**src/rtl/population_sequencer_pkg.sv**
```systemverilog
// Shared GA definitions: bus-owner codes, data widths and the sequencer state set.
// The evaluator, sort and breeder blocks import the same codes.
package population_sequencer_pkg;

    localparam int FIT_W = 16;
    localparam int GEN_W = 16;

    localparam logic [1:0] NS_IDLE  = 2'd0;
    localparam logic [1:0] NS_EVAL  = 2'd1;
    localparam logic [1:0] NS_SORT  = 2'd2;
    localparam logic [1:0] NS_BREED = 2'd3;

    typedef enum logic [2:0] {
        ST_IDLE      = 3'd0,
        ST_EVAL      = 3'd1,
        ST_LOAD      = 3'd2,
        ST_SORT_GAP  = 3'd3,
        ST_SORT      = 3'd4,
        ST_BREED_GAP = 3'd5,
        ST_BREED     = 3'd6,
        ST_GEN_END   = 3'd7
    } seq_state_e;

    // Bus owner for a sequencer state; every gap/load state releases the bus.
    function automatic logic [1:0] ns_code(input seq_state_e s);
        case (s)
            ST_EVAL:  ns_code = NS_EVAL;
            ST_SORT:  ns_code = NS_SORT;
            ST_BREED: ns_code = NS_BREED;
            default:  ns_code = NS_IDLE;
        endcase
    endfunction

endpackage

```
**src/rtl/population_sequencer_eval_watchdog.sv**
```systemverilog
// Per-network evaluation timer: restarts on each EVAL entry and flags the last
// allowed cycle. EVAL_TIMEOUT of 0 disables the flag entirely.
module population_sequencer_eval_watchdog #(
    parameter int EVAL_TIMEOUT = 4095
) (
    input  logic clk,
    input  logic rst,
    input  logic run_i,
    output logic timeout_o
);

    localparam int TW = (EVAL_TIMEOUT > 1) ? $clog2(EVAL_TIMEOUT) : 1;
    localparam logic [TW-1:0] LAST = (EVAL_TIMEOUT > 0) ? TW'(EVAL_TIMEOUT - 1) : '0;
    localparam bit ENABLED = (EVAL_TIMEOUT != 0);

    logic [TW-1:0] timer_q;
    logic [TW-1:0] timer_d;

    // Holding the timer at zero outside EVAL gives a fresh count on every entry.
    always_comb begin
        timer_d = '0;
        if (run_i) begin
            timer_d = timer_q + TW'(1);
        end
    end

    always_ff @(posedge clk or posedge rst) begin
        if (rst) begin
            timer_q <= '0;
        end else begin
            timer_q <= timer_d;
        end
    end

    assign timeout_o = ENABLED && run_i && (timer_q == LAST);

endmodule

```
**src/rtl/population_sequencer.sv**
```systemverilog
// Generation scheduler for one GA population: evaluate each network, sort, breed,
// with a bus-turnaround cycle (networkState 0) between every pair of bus owners.
module population_sequencer
    import population_sequencer_pkg::*;
#(
    parameter int NETWORKS_PER_POPULATION = 16,
    parameter int NET_W                   = 4,
    parameter int EVAL_TIMEOUT            = 4095,
    parameter int MAX_GENERATIONS         = 0
) (
    input  logic             clk,
    input  logic             rst,
    input  logic             start_i,
    input  logic             stop_req_i,
    input  logic             eval_done_i,
    input  logic [FIT_W-1:0] eval_fitness_i,
    input  logic             sort_finished_i,
    input  logic             breed_finished_i,
    output logic [1:0]       network_state_o,
    output logic [NET_W-1:0] active_network_o,
    output logic [FIT_W-1:0] fitness_o,
    output logic [GEN_W-1:0] generation_o,
    output logic [FIT_W-1:0] best_fitness_o,
    output logic             timeout_seen_o,
    output logic             busy_o
);

    localparam logic [NET_W-1:0] LAST_NET = NET_W'(NETWORKS_PER_POPULATION - 1);
    localparam logic [GEN_W-1:0] GEN_LIMIT = GEN_W'(MAX_GENERATIONS);
    localparam bit GEN_LIMITED = (MAX_GENERATIONS != 0);

    seq_state_e       state_q, state_d;
    logic [NET_W-1:0] active_q, active_d;
    logic [FIT_W-1:0] fitness_q, fitness_d;
    logic [GEN_W-1:0] generation_q, generation_d;
    logic [FIT_W-1:0] best_q, best_d;
    logic             timeout_seen_q, timeout_seen_d;
    logic [1:0]       ns_q;
    logic             busy_q;
    logic             eval_timeout;

    population_sequencer_eval_watchdog #(
        .EVAL_TIMEOUT(EVAL_TIMEOUT)
    ) u_watchdog (
        .clk       (clk),
        .rst       (rst),
        .run_i     (state_q == ST_EVAL),
        .timeout_o (eval_timeout)
    );

    always_comb begin
        state_d        = state_q;
        active_d       = active_q;
        fitness_d      = fitness_q;
        generation_d   = generation_q;
        best_d         = best_q;
        timeout_seen_d = timeout_seen_q;

        case (state_q)
            ST_IDLE: begin
                if (start_i) begin
                    generation_d   = '0;
                    best_d         = '0;
                    timeout_seen_d = 1'b0;
                    active_d       = '0;
                    state_d        = ST_EVAL;
                end
            end
            ST_EVAL: begin
                // A result arriving on the timeout cycle is still honoured.
                if (eval_done_i) begin
                    fitness_d = eval_fitness_i;
                    if (eval_fitness_i > best_q) begin
                        best_d = eval_fitness_i;
                    end
                    state_d = ST_LOAD;
                end else if (eval_timeout) begin
                    fitness_d      = '0;
                    timeout_seen_d = 1'b1;
                    state_d        = ST_LOAD;
                end
            end
            ST_LOAD: begin
                if (active_q == LAST_NET) begin
                    state_d = ST_SORT_GAP;
                end else begin
                    active_d = active_q + NET_W'(1);
                    state_d  = ST_EVAL;
                end
            end
            ST_SORT_GAP: begin
                state_d = ST_SORT;
            end
            ST_SORT: begin
                if (sort_finished_i) begin
                    state_d = ST_BREED_GAP;
                end
            end
            ST_BREED_GAP: begin
                state_d = ST_BREED;
            end
            ST_BREED: begin
                if (breed_finished_i) begin
                    state_d = ST_GEN_END;
                end
            end
            ST_GEN_END: begin
                generation_d = generation_q + GEN_W'(1);
                best_d       = '0;
                active_d     = '0;
                if (stop_req_i || (GEN_LIMITED && (generation_d == GEN_LIMIT))) begin
                    state_d = ST_IDLE;
                end else begin
                    state_d = ST_EVAL;
                end
            end
            default: begin
                state_d = ST_IDLE;
            end
        endcase
    end

    // Bus code and busy are registered from the next state so they track state_q exactly.
    always_ff @(posedge clk or posedge rst) begin
        if (rst) begin
            state_q        <= ST_IDLE;
            active_q       <= '0;
            fitness_q      <= '0;
            generation_q   <= '0;
            best_q         <= '0;
            timeout_seen_q <= 1'b0;
            ns_q           <= NS_IDLE;
            busy_q         <= 1'b0;
        end else begin
            state_q        <= state_d;
            active_q       <= active_d;
            fitness_q      <= fitness_d;
            generation_q   <= generation_d;
            best_q         <= best_d;
            timeout_seen_q <= timeout_seen_d;
            ns_q           <= ns_code(state_d);
            busy_q         <= (state_d != ST_IDLE);
        end
    end

    assign network_state_o  = ns_q;
    assign active_network_o = active_q;
    assign fitness_o        = fitness_q;
    assign generation_o     = generation_q;
    assign best_fitness_o   = best_q;
    assign timeout_seen_o   = timeout_seen_q;
    assign busy_o           = busy_q;

endmodule

```
**config.mk**
```make
export PLATFORM = sky130hd
export DESIGN_NAME = population_sequencer
export DESIGN_NICKNAME = d
export VERILOG_FILES = /design/src/rtl/population_sequencer_pkg.sv /design/src/rtl/population_sequencer_eval_watchdog.sv /design/src/rtl/population_sequencer.sv
export SDC_FILE = /design/constraint.sdc
export NUM_CORES = 1
export LEC_CHECK = 0
export CORE_MARGIN = 2
export CORE_UTILIZATION = 45
export DETAILED_ROUTE_END_ITERATION = 8
export PLACE_DENSITY = 0.72
export SYNTH_ARGS = -nofsm -noshare
export SYNTH_HDL_FRONTEND = slang
export SYNTH_SLANG_ARGS = --single-unit
```
**constraint.sdc**
```tcl
create_clock -name clk -period 2.6 [get_ports clk]
set_clock_uncertainty 0.05 [all_clocks]
set_input_delay 0.39 -clock clk [delete_from_list [all_inputs] [get_ports clk]]
set_output_delay 0.39 -clock clk [all_outputs]
set_load 0.02 [all_outputs]
```
==> results of run 1 <==
## layout by cell type, fill, tap and decap left out, drive strengths merged, types with 2 or more instances in the layout
cell           count
clkdlybuf4s50     78
dfrtp             71
nand2             43
inv               22
o21ai             22
mux2i             21
nand3             21
ha                20
a21oi             18
nor2              18
a22o              16
nand4             13
clkbuf            10
buf                9
xor2               6
nor2b              5
and3               5
or3                4
and4               4
xnor2              4
clkinv             4
nor3               4
o211ai             3
nand2b             3
o31ai              3
a31oi              2
nand3b             2
o22ai              2
nor4               2
a21boi             2
## logic make-up after synthesis
family                     Yosys count
AOI/OAI and AO/OA                   75
adders and majority gates           20
muxes                               21
and+or+nand+nor                    127
xor gates and xnor gates            10
DFF                                 71
buffers and inverters               38
## stage by stage
step	utilization, %	std cells	power [mW]
after detailed placement	58.6	535	3.64
after global placement	58.6	535	3.60
after CTS	60.9	550	4.50
after global routing	60.9	550	4.74
after floorplan	-	362	2.88
final	60.9	550	4.44
## where the power goes
part	internal (mW)	leakage, nW	total, mW	switching (mW)
combinational	0.926	0.964	1.95	1.02
clock	0.432	0.0957	0.829	0.397
sequential	1.38	0.948	1.67	0.287
total	2.74	2.01	4.44	1.71
## final timing paths
| path | from | to | slack (ns) | cells past startpoint |
|---|---|---|---|---|
| min in group clk | generation_o[15]$_DFFE_PP0P_ | generation_o[15]$_DFFE_PP0P_ | 0.43 | 1 |
| setup / recovery | eval_fitness_i[15] | best_fitness_o[6]$_DFFE_PP0P_ | 0.28 | 8 |
| setup reg to reg | best_fitness_o[15]$_DFFE_PP0P_ | best_fitness_o[6]$_DFFE_PP0P_ | 0.45 | 8 |
| hold / removal | rst | generation_o[6]$_DFFE_PP0P_ | 0.34 | 2 |
| hold reg to reg | generation_o[15]$_DFFE_PP0P_ | generation_o[15]$_DFFE_PP0P_ | 0.43 | 1 |
| max in group asynchronous | rst | network_state_o[0]$_DFF_PP0_ | 1.54 | 3 |
## layer usage
metal	vias up	share of wire [%]	GRT usage (%)
li1	1454	-	-
met1	1499	46	28.0
met2	85	47	30.8
met3	14	5.3	3.93
met4	0	1.7	7.13
met5	-	0	0
## worst max-delay path: stages
cell	delay, ns
clkdlybuf4s50_1	0.48
ha_1	0.37
nand4_2	0.16
nor4_2	0.32
a21boi_2	0.20
o32a_1	0.21
buf_12	0.18
mux2i_1	0.22
## registers in the layout, summed over array words and instances (netlist names)
signal and flops:
active_network_o 4, generation_o 16, network_state_o 2, best_fitness_o 16
timeout_seen_o 1, fitness_o 16, state_q 3, busy_o 1
u_watchdog.timer_q 12
## area by class of cell
type                    instances  area (sq um)
fillers                       677          3040
clock buffers                  10           128
multi-input cells             253          1690
flip-flops and latches         71          1780
inverters                      22          82.6
repair buffers                 87           873
clock inverters                 5          50.0
well taps                     102           128
==> run summary, run 1 <==
status: completed
area leader, netlist: dfrtp_1
vias per inst: 5.55
Min Hold Slack: 0.341 ns
final net count: 487
Hold Buf Count CTS: 0
post-synthesis xor/xnor area fraction: 2.40%
Critical Path Fanout Max: 16
clk root buf: clkbuf_8
I/O Buffers: 78
Lkg Pwr: 2.01 nW
Final Cycle Share: 89.4%
post-synth top area share: 48.7%
setup TNS: 0 ns
synthesis-to-finish area growth: 29.8%
Req. time, crit path: 2.80 ns
clock sink count: 71
Clk Latency, worst-skew pair: 0.34 ns
final hold viol count: 0
Synth area leaders: dfrtp_1 49%, ha_1 6.9%, mux2i_1 5.8%
chip width: 94.0 um
syn_nets: 405
post_cts resized: 0
Adder-Cell Fraction of Synth Area: 6.87%
final wirelength: 8.38 mm
initial antenna violation count: 0
share of layout cells above drive strength 1: 7.14%
Tmin final: 2.32 ns
Peak VDD IR: 0.000587 V
sequential element share of the synthesized area: 48.7%
drt drc: 0
DPL Wire Length: 5.99 mm
top_reg_cell synth: dfrtp_1
Setup WS pre-CTS: -0.0793 ns
row count: 32
Netlist cell types: 47
Die Y: 94.0 um
netlist area before placement: 3640 sq um
die area: 8840 sq um
Synth Area per Inst: 10.1 sq um
max_cap viols: 0
post-synthesis mux area share: 5.77%
htree depth: 3
global-route wire length before repair: 13.8 mm
Design Area, Final: 4730 sq um
CTS tree: built
final setup fails: 0
Avg WL per Cell: 15.2 um
TritonRoute pass-1 iters: 4
largest family of logic cells by synthesized area: simple AND/OR/NAND/NOR gates
antenna viol nets, final: 0
most common library cells after synthesis: 71 x dfrtp_1, 43 x nand2_1, 22 x inv_1
post-synthesis compound-gate area fraction: 13.5%
ANT cells: 0
Worst-Margin Slew: 0.623 ns
CP Launch Type: input port
area post-placement: 4550 sq um
largest net degree at the start of global routing: 28
Worst Setup End Kind: register
unrepaired setup endpoints after global routing: false
initial drt markers: 110
min-delay worst type: in -> async
vias post-DR: 3052
Synth Instances: 362
vias in the first global route: 2890
Critical Path AT: 2.53 ns
Crit Path Category: in -> reg
CTS buffer count: 9
clock slew at reported path FFs: 0.08 ns
# Post-CTS Setup Buffers: 0
IO Count: 79
Initial Util: 46.9%
Final Wtd Congestion: 0.813
maximum clock insertion buffer count: 2
max frequency: 430 MHz
post-synthesis async set-or-reset flop share: 100%
final worst slack: 0.276 ns
most common cell in the netlist: dfrtp_1
global route overflow: 0
Slew Viols, Final: 0
Pwr Density: 939 nW/um^2
EDFF count, synth: 0
flops & latches, synth: 71
Slew HR: 58.4%
Simple-Gate Fraction of Synth Area: 17.9%
GR Util All Layers: 19.9%
Core Area: 7770 sq um
Yosys warnings: 0
Note: power is estimated with default switching activity, not from simulation.
==> inputs of run 2 (changes only) <==
--- a/config.mk
+++ b/config.mk
@@ -8,7 +8,7 @@
 export CORE_MARGIN = 2
 export CORE_UTILIZATION = 45
 export DETAILED_ROUTE_END_ITERATION = 8
-export PLACE_DENSITY = 0.72
+export PLACE_DENSITY = 0.75
 export SYNTH_ARGS = -nofsm -noshare
 export SYNTH_HDL_FRONTEND = slang
 export SYNTH_SLANG_ARGS = --single-unit
==> constraint.sdc (replaced) <==
create_clock -name clk -period 2.1 [get_ports clk]
set_clock_uncertainty 0.05 [all_clocks]
set_input_delay 0.315 -clock clk [delete_from_list [all_inputs] [get_ports clk]]
set_output_delay 0.315 -clock clk [all_outputs]
set_load 0.02 [all_outputs]
==> run 2 against run 1 <==
The flow now finishes with violations (negative setup slack). Sequential share of layout area is 2.9 points lower. Sequential cell count did not move. Register-to-register slack worse by 0.49 ns. Via count rose by 4.6%. Global-route usage up 1.9 points. Count of clock-buffer cells in the layout rose by 3. Hold slack worse by 0.21 ns. Cell count is 5.1% higher. Power rose by 36%. Utilization increased by 5.3 points. Largest cell class is now multi-input gates.
==> run summary, run 2 (synthesis gave the netlist of run 1 again) <==
vias in the first global route: 3138 (+8.6%)
Setup WS pre-CTS: -0.397 ns (-0.318 ns)
Design Area, Final: 5150 sq um (+8.8%)
global-route wire length before repair: 15.0 mm (+8.2%)
setup TNS: -0.347 ns (-0.347 ns)
Min Hold Slack: 0.130 ns (-0.210 ns)
clock slew at reported path FFs: 0.07 ns (about the same)
Core Area: 7770 sq um (unchanged)
CTS tree: built
area post-placement: 4670 sq um (+2.5%)
global route overflow: 0 (unchanged)
Cells after DPL: 551 (+3.0%)
Critical Path AT: 2.36 ns (-0.17 ns)
max frequency: 467 MHz
M1 GR Usage: 27.7% (-0.21 points)
Peak VDD IR: 0.000782 V (+33%)
clock sink count: 71 (unchanged)
RR Startpoint: best_fitness_o[4]$_DFFE_PP0P_
Lkg Pwr: 2.21 nW (+9.9%)
Die Y: 94.0 um (unchanged)
Worst Setup End Kind: register
Critical R2R Capture: best_fitness_o[11]$_DFFE_PP0P_
htree depth: 3 (unchanged)
Slew HR: 55.6% (-2.9 points)
status: complete, but fails checks
largest net degree at the start of global routing: 39 (+39%)
synthesis-to-finish area growth: 41.2%
Finished Core Util: 66.3% (+5.3 points)
Non-Filler Instances: 578 (+5.1%)
max_cap viols: 0 (unchanged)
Avg WL per Cell: 16.2 um (+6.7%)
Setup crit start: best_fitness_o[4]$_DFFE_PP0P_
vias per inst: 5.52 (-0.45%)
final hold viol count: 0 (unchanged)
CP Launch Type: register
chip width: 94.0 um (unchanged)
Critical Path Fanout Max: 8 (-8)
GRT busiest layer: met2
maximum clock insertion buffer count: 2 (unchanged)
final wirelength: 9.39 mm (+12%)
ANT cells: 0 (unchanged)
IO Count: 79 (unchanged)
final setup fails: 16 (+16)
min-delay worst type: in -> async
initial drt markers: 119 (+8.2%)
total power: 6.02 mW (+36%)
row count: 32 (unchanged)
reg2reg path depth: 9 (+1)
violated checks: negative setup slack
Clk Latency, worst-skew pair: 0.35 ns (about the same)
Initial Util: 46.9% (unchanged)
Crit Path Category: reg -> reg
Worst-Margin Slew: 0.666 ns (+0.0428 ns)
Pwr Density: 1170 nW/um^2 (+25%)
most frequent cells in the layout: 70 x clkdlybuf4s50_1, 68 x dfrtp_1, 42 x nand2_1
Slew Viols, Final: 0 (unchanged)
initial antenna violation count: 0 (unchanged)
final worst slack: -0.0399 ns (-0.315 ns)
Req. time, crit path: 2.32 ns (-0.48 ns)
unrepaired setup endpoints after global routing: true
CTS buffer count: 9 (unchanged)
vias post-DR: 3193 (+4.6%)
Tmin final: 2.14 ns
final net count: 514 (+5.5%)
die area: 8840 sq um (unchanged)
clk root buf: clkbuf_8
DPL Wire Length: 6.27 mm (+4.6%)
met3 Track Usage GR: 4.33% (+0.40 points)
I/O Buffers: 78 (unchanged)
share of layout cells above drive strength 1: 17.2% (+10 points)
GR Util All Layers: 21.9% (+1.9 points)
antenna viol nets, final: 0 (unchanged)
drt drc: 0 (unchanged)
Final Cycle Share: 102%
global routing met2 resource utilization: 35.4% (+4.6 points)
internal reg-to-reg setup slack: -0.04 ns (-0.49 ns)
TritonRoute pass-1 iters: 5 (+1)
most common cell after layout, fill and taps aside: clkdlybuf4s50_1
Final Wtd Congestion: 0.797 (-2.0%)
## run 2: how the worst max path moves through the flow
stage,end,slack [ns]
floorplan,best_fitness_o[15]$_DFFE_PP0P_,0.008
global placement,best_fitness_o[13]$_DFFE_PP0P_,-0.32
detailed placement,best_fitness_o[6]$_DFFE_PP0P_,-0.40
CTS,best_fitness_o[11]$_DFFE_PP0P_,-0.008
global route,best_fitness_o[14]$_DFFE_PP0P_,-0.11
finish,best_fitness_o[11]$_DFFE_PP0P_,-0.04
## run 2: routing by layer
metal  routed length (um)  share of wire [%]
met4                  332                3.5
met5                    0                  0
met3                  476                5.1
met1                 4020                 43
met2                 4560                 49
## run 2: layout make-up
type                       count  area (sq um)
clock inverter                 3          40.0
clock buffer                  13           169
inverter                      22          86.3
multi-input combinational    253          1850
fill                         602          2620
tap                          102           128
sequential                    71          1780
timing repair buffer         114          1090
## run 2: report_power, final
| group | internal (mW) | switching (mW) | total [mW] |
|---|---|---|---|
| registers | 1.71 | 0.319 | 2.03 |
| clock network | 0.643 | 0.512 | 1.16 |
| logic | 1.38 | 1.46 | 2.84 |
| total | 3.73 | 2.29 | 6.02 |
## run 2: repair_timing
item | CTS | global route
gates cloned | 1 | 0
endpoints found under the setup margin | 16 | 16
pin swaps | 9 | 7
gates resized for setup | 19 | 15
buffers inserted | 7 | 3
hold buffers | 0 | 0
## run 2: worst max-delay path, cell delays in order (launching register included)
cell and delay, ns:
dfrtp_1 0.36, inv_1 0.08, ha_1 0.27, nand4_1 0.16, nor4_4 0.31, buf_4 0.17, a31oi_4 0.07, o32a_4 0.26
buf_12 0.16, mux2i_1 0.17
==> inputs of run 3 (changes only) <==
--- a/config.mk
+++ b/config.mk
@@ -12,3 +12,4 @@
 export SYNTH_ARGS = -nofsm -noshare
 export SYNTH_HDL_FRONTEND = slang
 export SYNTH_SLANG_ARGS = --single-unit
+export TNS_END_PERCENT = 30
==> run 3 against run 2 <==
The run still ends with negative setup slack left. Non-clock buffer count up 2. Hold slack better by 0.10 ns. Die area unchanged. Setup slack gained 0.015 ns.
==> run summary, run 3 (synthesis gave the netlist of run 1 again) <==
Initial Util: 46.9% (unchanged)
Core Area: 7770 sq um (unchanged)
Lkg Pwr: 2.23 nW (+1.2%)
IO Count: 79 (unchanged)
row count: 32 (unchanged)
global-route wire length before repair: 15.6 mm (+3.9%)
combinational power share: 46.7% (-0.4 points)
initial drt markers: 165 (+39%)
clock slew at reported path FFs: 0.07 ns (about the same)
Design Area, Final: 5170 sq um (+0.49%)
Clk Latency, worst-skew pair: 0.35 ns (about the same)
Final Wtd Congestion: 0.799 (+0.25%)
htree depth: 3 (unchanged)
Slew Viols, Final: 0 (unchanged)
ANT cells: 0 (unchanged)
max_cap viols: 0 (unchanged)
Slew HR: 50.1% (-5.5 points)
Worst Setup End Kind: register
net switching power: 2.30 mW (+0.33%)
Crit Path Category: in -> reg
Worst-Margin Slew: 0.749 ns (+0.0823 ns)
max frequency: 471 MHz (+0.71%)
Req. time, crit path: 2.31 ns (about the same)
die area: 8840 sq um (unchanged)
final setup fails: 2 (-14)
min-delay worst type: in -> reg
final worst slack: -0.0249 ns (+0.0150 ns)
Die Y: 94.0 um (unchanged)
Crit-path slowest cell: clkdlybuf4s50_1
clk root buf: clkbuf_8
slowest stage delay, CP: 0.53 ns (+0.17 ns)
TritonRoute pass-1 iters: 4 (-1)
Critical Path AT: 2.33 ns (-0.03 ns)
Pint: 3.72 mW (-0.38%)
final hold viol count: 0 (unchanged)
synthesis-to-finish area growth: 41.9%
CTS buffer count: 9 (unchanged)
final wirelength: 9.52 mm (+1.4%)
Peak VDD IR: 0.000528 V (-32%)
register share of total power: 33.8% (about the same)
Hold Buf Count CTS: 0 (unchanged)
violated checks: negative setup slack
most common cell after layout, fill and taps aside: dfrtp_1
I/O Buffers: 78 (unchanged)
share of layout cells above drive strength 1: 17.8% (+0.56 points)
unrepaired setup endpoints after global routing: true
chip width: 94.0 um (unchanged)
switch share: 38.2% (+0.17 points)
total power: 6.02 mW (-0.11%)
maximum clock insertion buffer count: 2 (unchanged)
CTS tree: built
CP Launch Type: input port
area post-placement: 4710 sq um (+0.78%)
GR Util All Layers: 22.5% (+0.60 points)
Tmin final: 2.12 ns (-0.0150 ns)
Critical Path Fanout Max: 8 (unchanged)
vias per inst: 5.48 (-0.88%)
Finished Core Util: 66.6% (+0.32 points)
drt drc: 0 (unchanged)
clock network power share: 19.6% (+0.4 points)
largest net degree at the start of global routing: 30 (-23%)
crit-path cells: clkdlybuf4s50_1 -> ha_4 -> a21oi_2 -> o21ai_0 -> a21o_2 -> o32a_1 -> buf_6 -> mux2i_1
Min Hold Slack: 0.231 ns (+0.100 ns)
status: complete, but fails checks
vias post-DR: 3176 (-0.53%)
final net count: 516 (+0.39%)
vias in the first global route: 3245 (+3.4%)
Pwr Density: 1160 nW/um^2 (-0.59%)
clock sink count: 71 (unchanged)
Final Cycle Share: 101% (-0.71 points)
global route overflow: 0 (unchanged)
DPL Wire Length: 6.43 mm (+2.6%)
Avg WL per Cell: 16.4 um (+1.1%)
most frequent cells in the layout: 71 x dfrtp_1, 70 x clkdlybuf4s50_1, 41 x nand2_1
initial antenna violation count: 0 (unchanged)
Setup WS pre-CTS: -0.483 ns (-0.0860 ns)
antenna viol nets, final: 0 (unchanged)
run 3: cell count changes in the layout (fill, tap and decap cells not counted), moves of 3 or more:
cell      previous run  this run
a21oi_2              0         3
clkbuf_8            12         9
a21oi_1             18        15
dfrtp_1             68        71
dfrtp_2              3         0
run 3: per-layer routing:
layer	vias up	GRT usage (%)	wire, um
met4	0	8.09	151
met5	-	0	0
met3	13	4.09	524
met1	1544	29.6	4110
li1	1516	-	-
met2	103	37.1	4740
run 3: worst paths after layout:
check | slack (ns) | from | cells past startpoint | endpoint
max | -0.02 | eval_fitness_i[5] | 8 | best_fitness_o[8]$_DFFE_PP0P_
min | 0.23 | eval_fitness_i[6] | 3 | best_fitness_o[6]$_DFFE_PP0P_
max reg2reg | 0.01 | best_fitness_o[15]$_DFFE_PP0P_ | 9 | best_fitness_o[8]$_DFFE_PP0P_
min reg2reg | 0.43 | generation_o[15]$_DFFE_PP0P_ | 1 | generation_o[15]$_DFFE_PP0P_
max in group asynchronous | 1.20 | rst | 3 | generation_o[14]$_DFFE_PP0P_
min in group asynchronous | 0.29 | rst | 2 | fitness_o[12]$_DFFE_PP0P_
run 3: timing repair:
action	in CTS	in global routing
pin swaps	9	4
setup endpoints to repair	16	17
buffers inserted	6	7
gates cloned	1	0
gates resized for setup	21	19
run 3: power groups by stage:
stage | Clock, mW | Sequential (mW) | Combinational, mW
after floorplan | 0 | 2.30 | 1.27
after global placement | 0 | 2.03 | 2.52
after detailed placement | 0 | 2.05 | 2.59
after CTS | 1.19 | 2.03 | 2.82
after global routing | 1.25 | 2.08 | 3.05
final | 1.18 | 2.03 | 2.81
run 3: metrics by stage:
stage	TNS [ns]	cells
2_1_floorplan	-0.513	362
3_3_place_gp	-5.63	553
3_5_place_dp	-7.07	553
4_1_cts	0	575
5_1_grt	-0.439	580
6_report	-0.0393	580
run 3: final cells by class:
class / count / area, sq um
multi-input cells: 253 / 1860
clock buffers: 12 / 135
clock inverters: 4 / 70.1
fillers: 611 / 2600
inverters: 22 / 86.3
repair buffers: 116 / 1110
well taps: 102 / 128
flip-flops and latches: 71 / 1780
run 3: worst max-delay path: cells and delay by family:
| family | cells | cell delay [ns] |
|---|---|---|
| muxes | 1 | 0.19 |
| AOI/OAI and AO/OA | 4 | 0.89 |
| buffers and inverters | 2 | 0.70 |
| adders and majority gates | 1 | 0.23 |
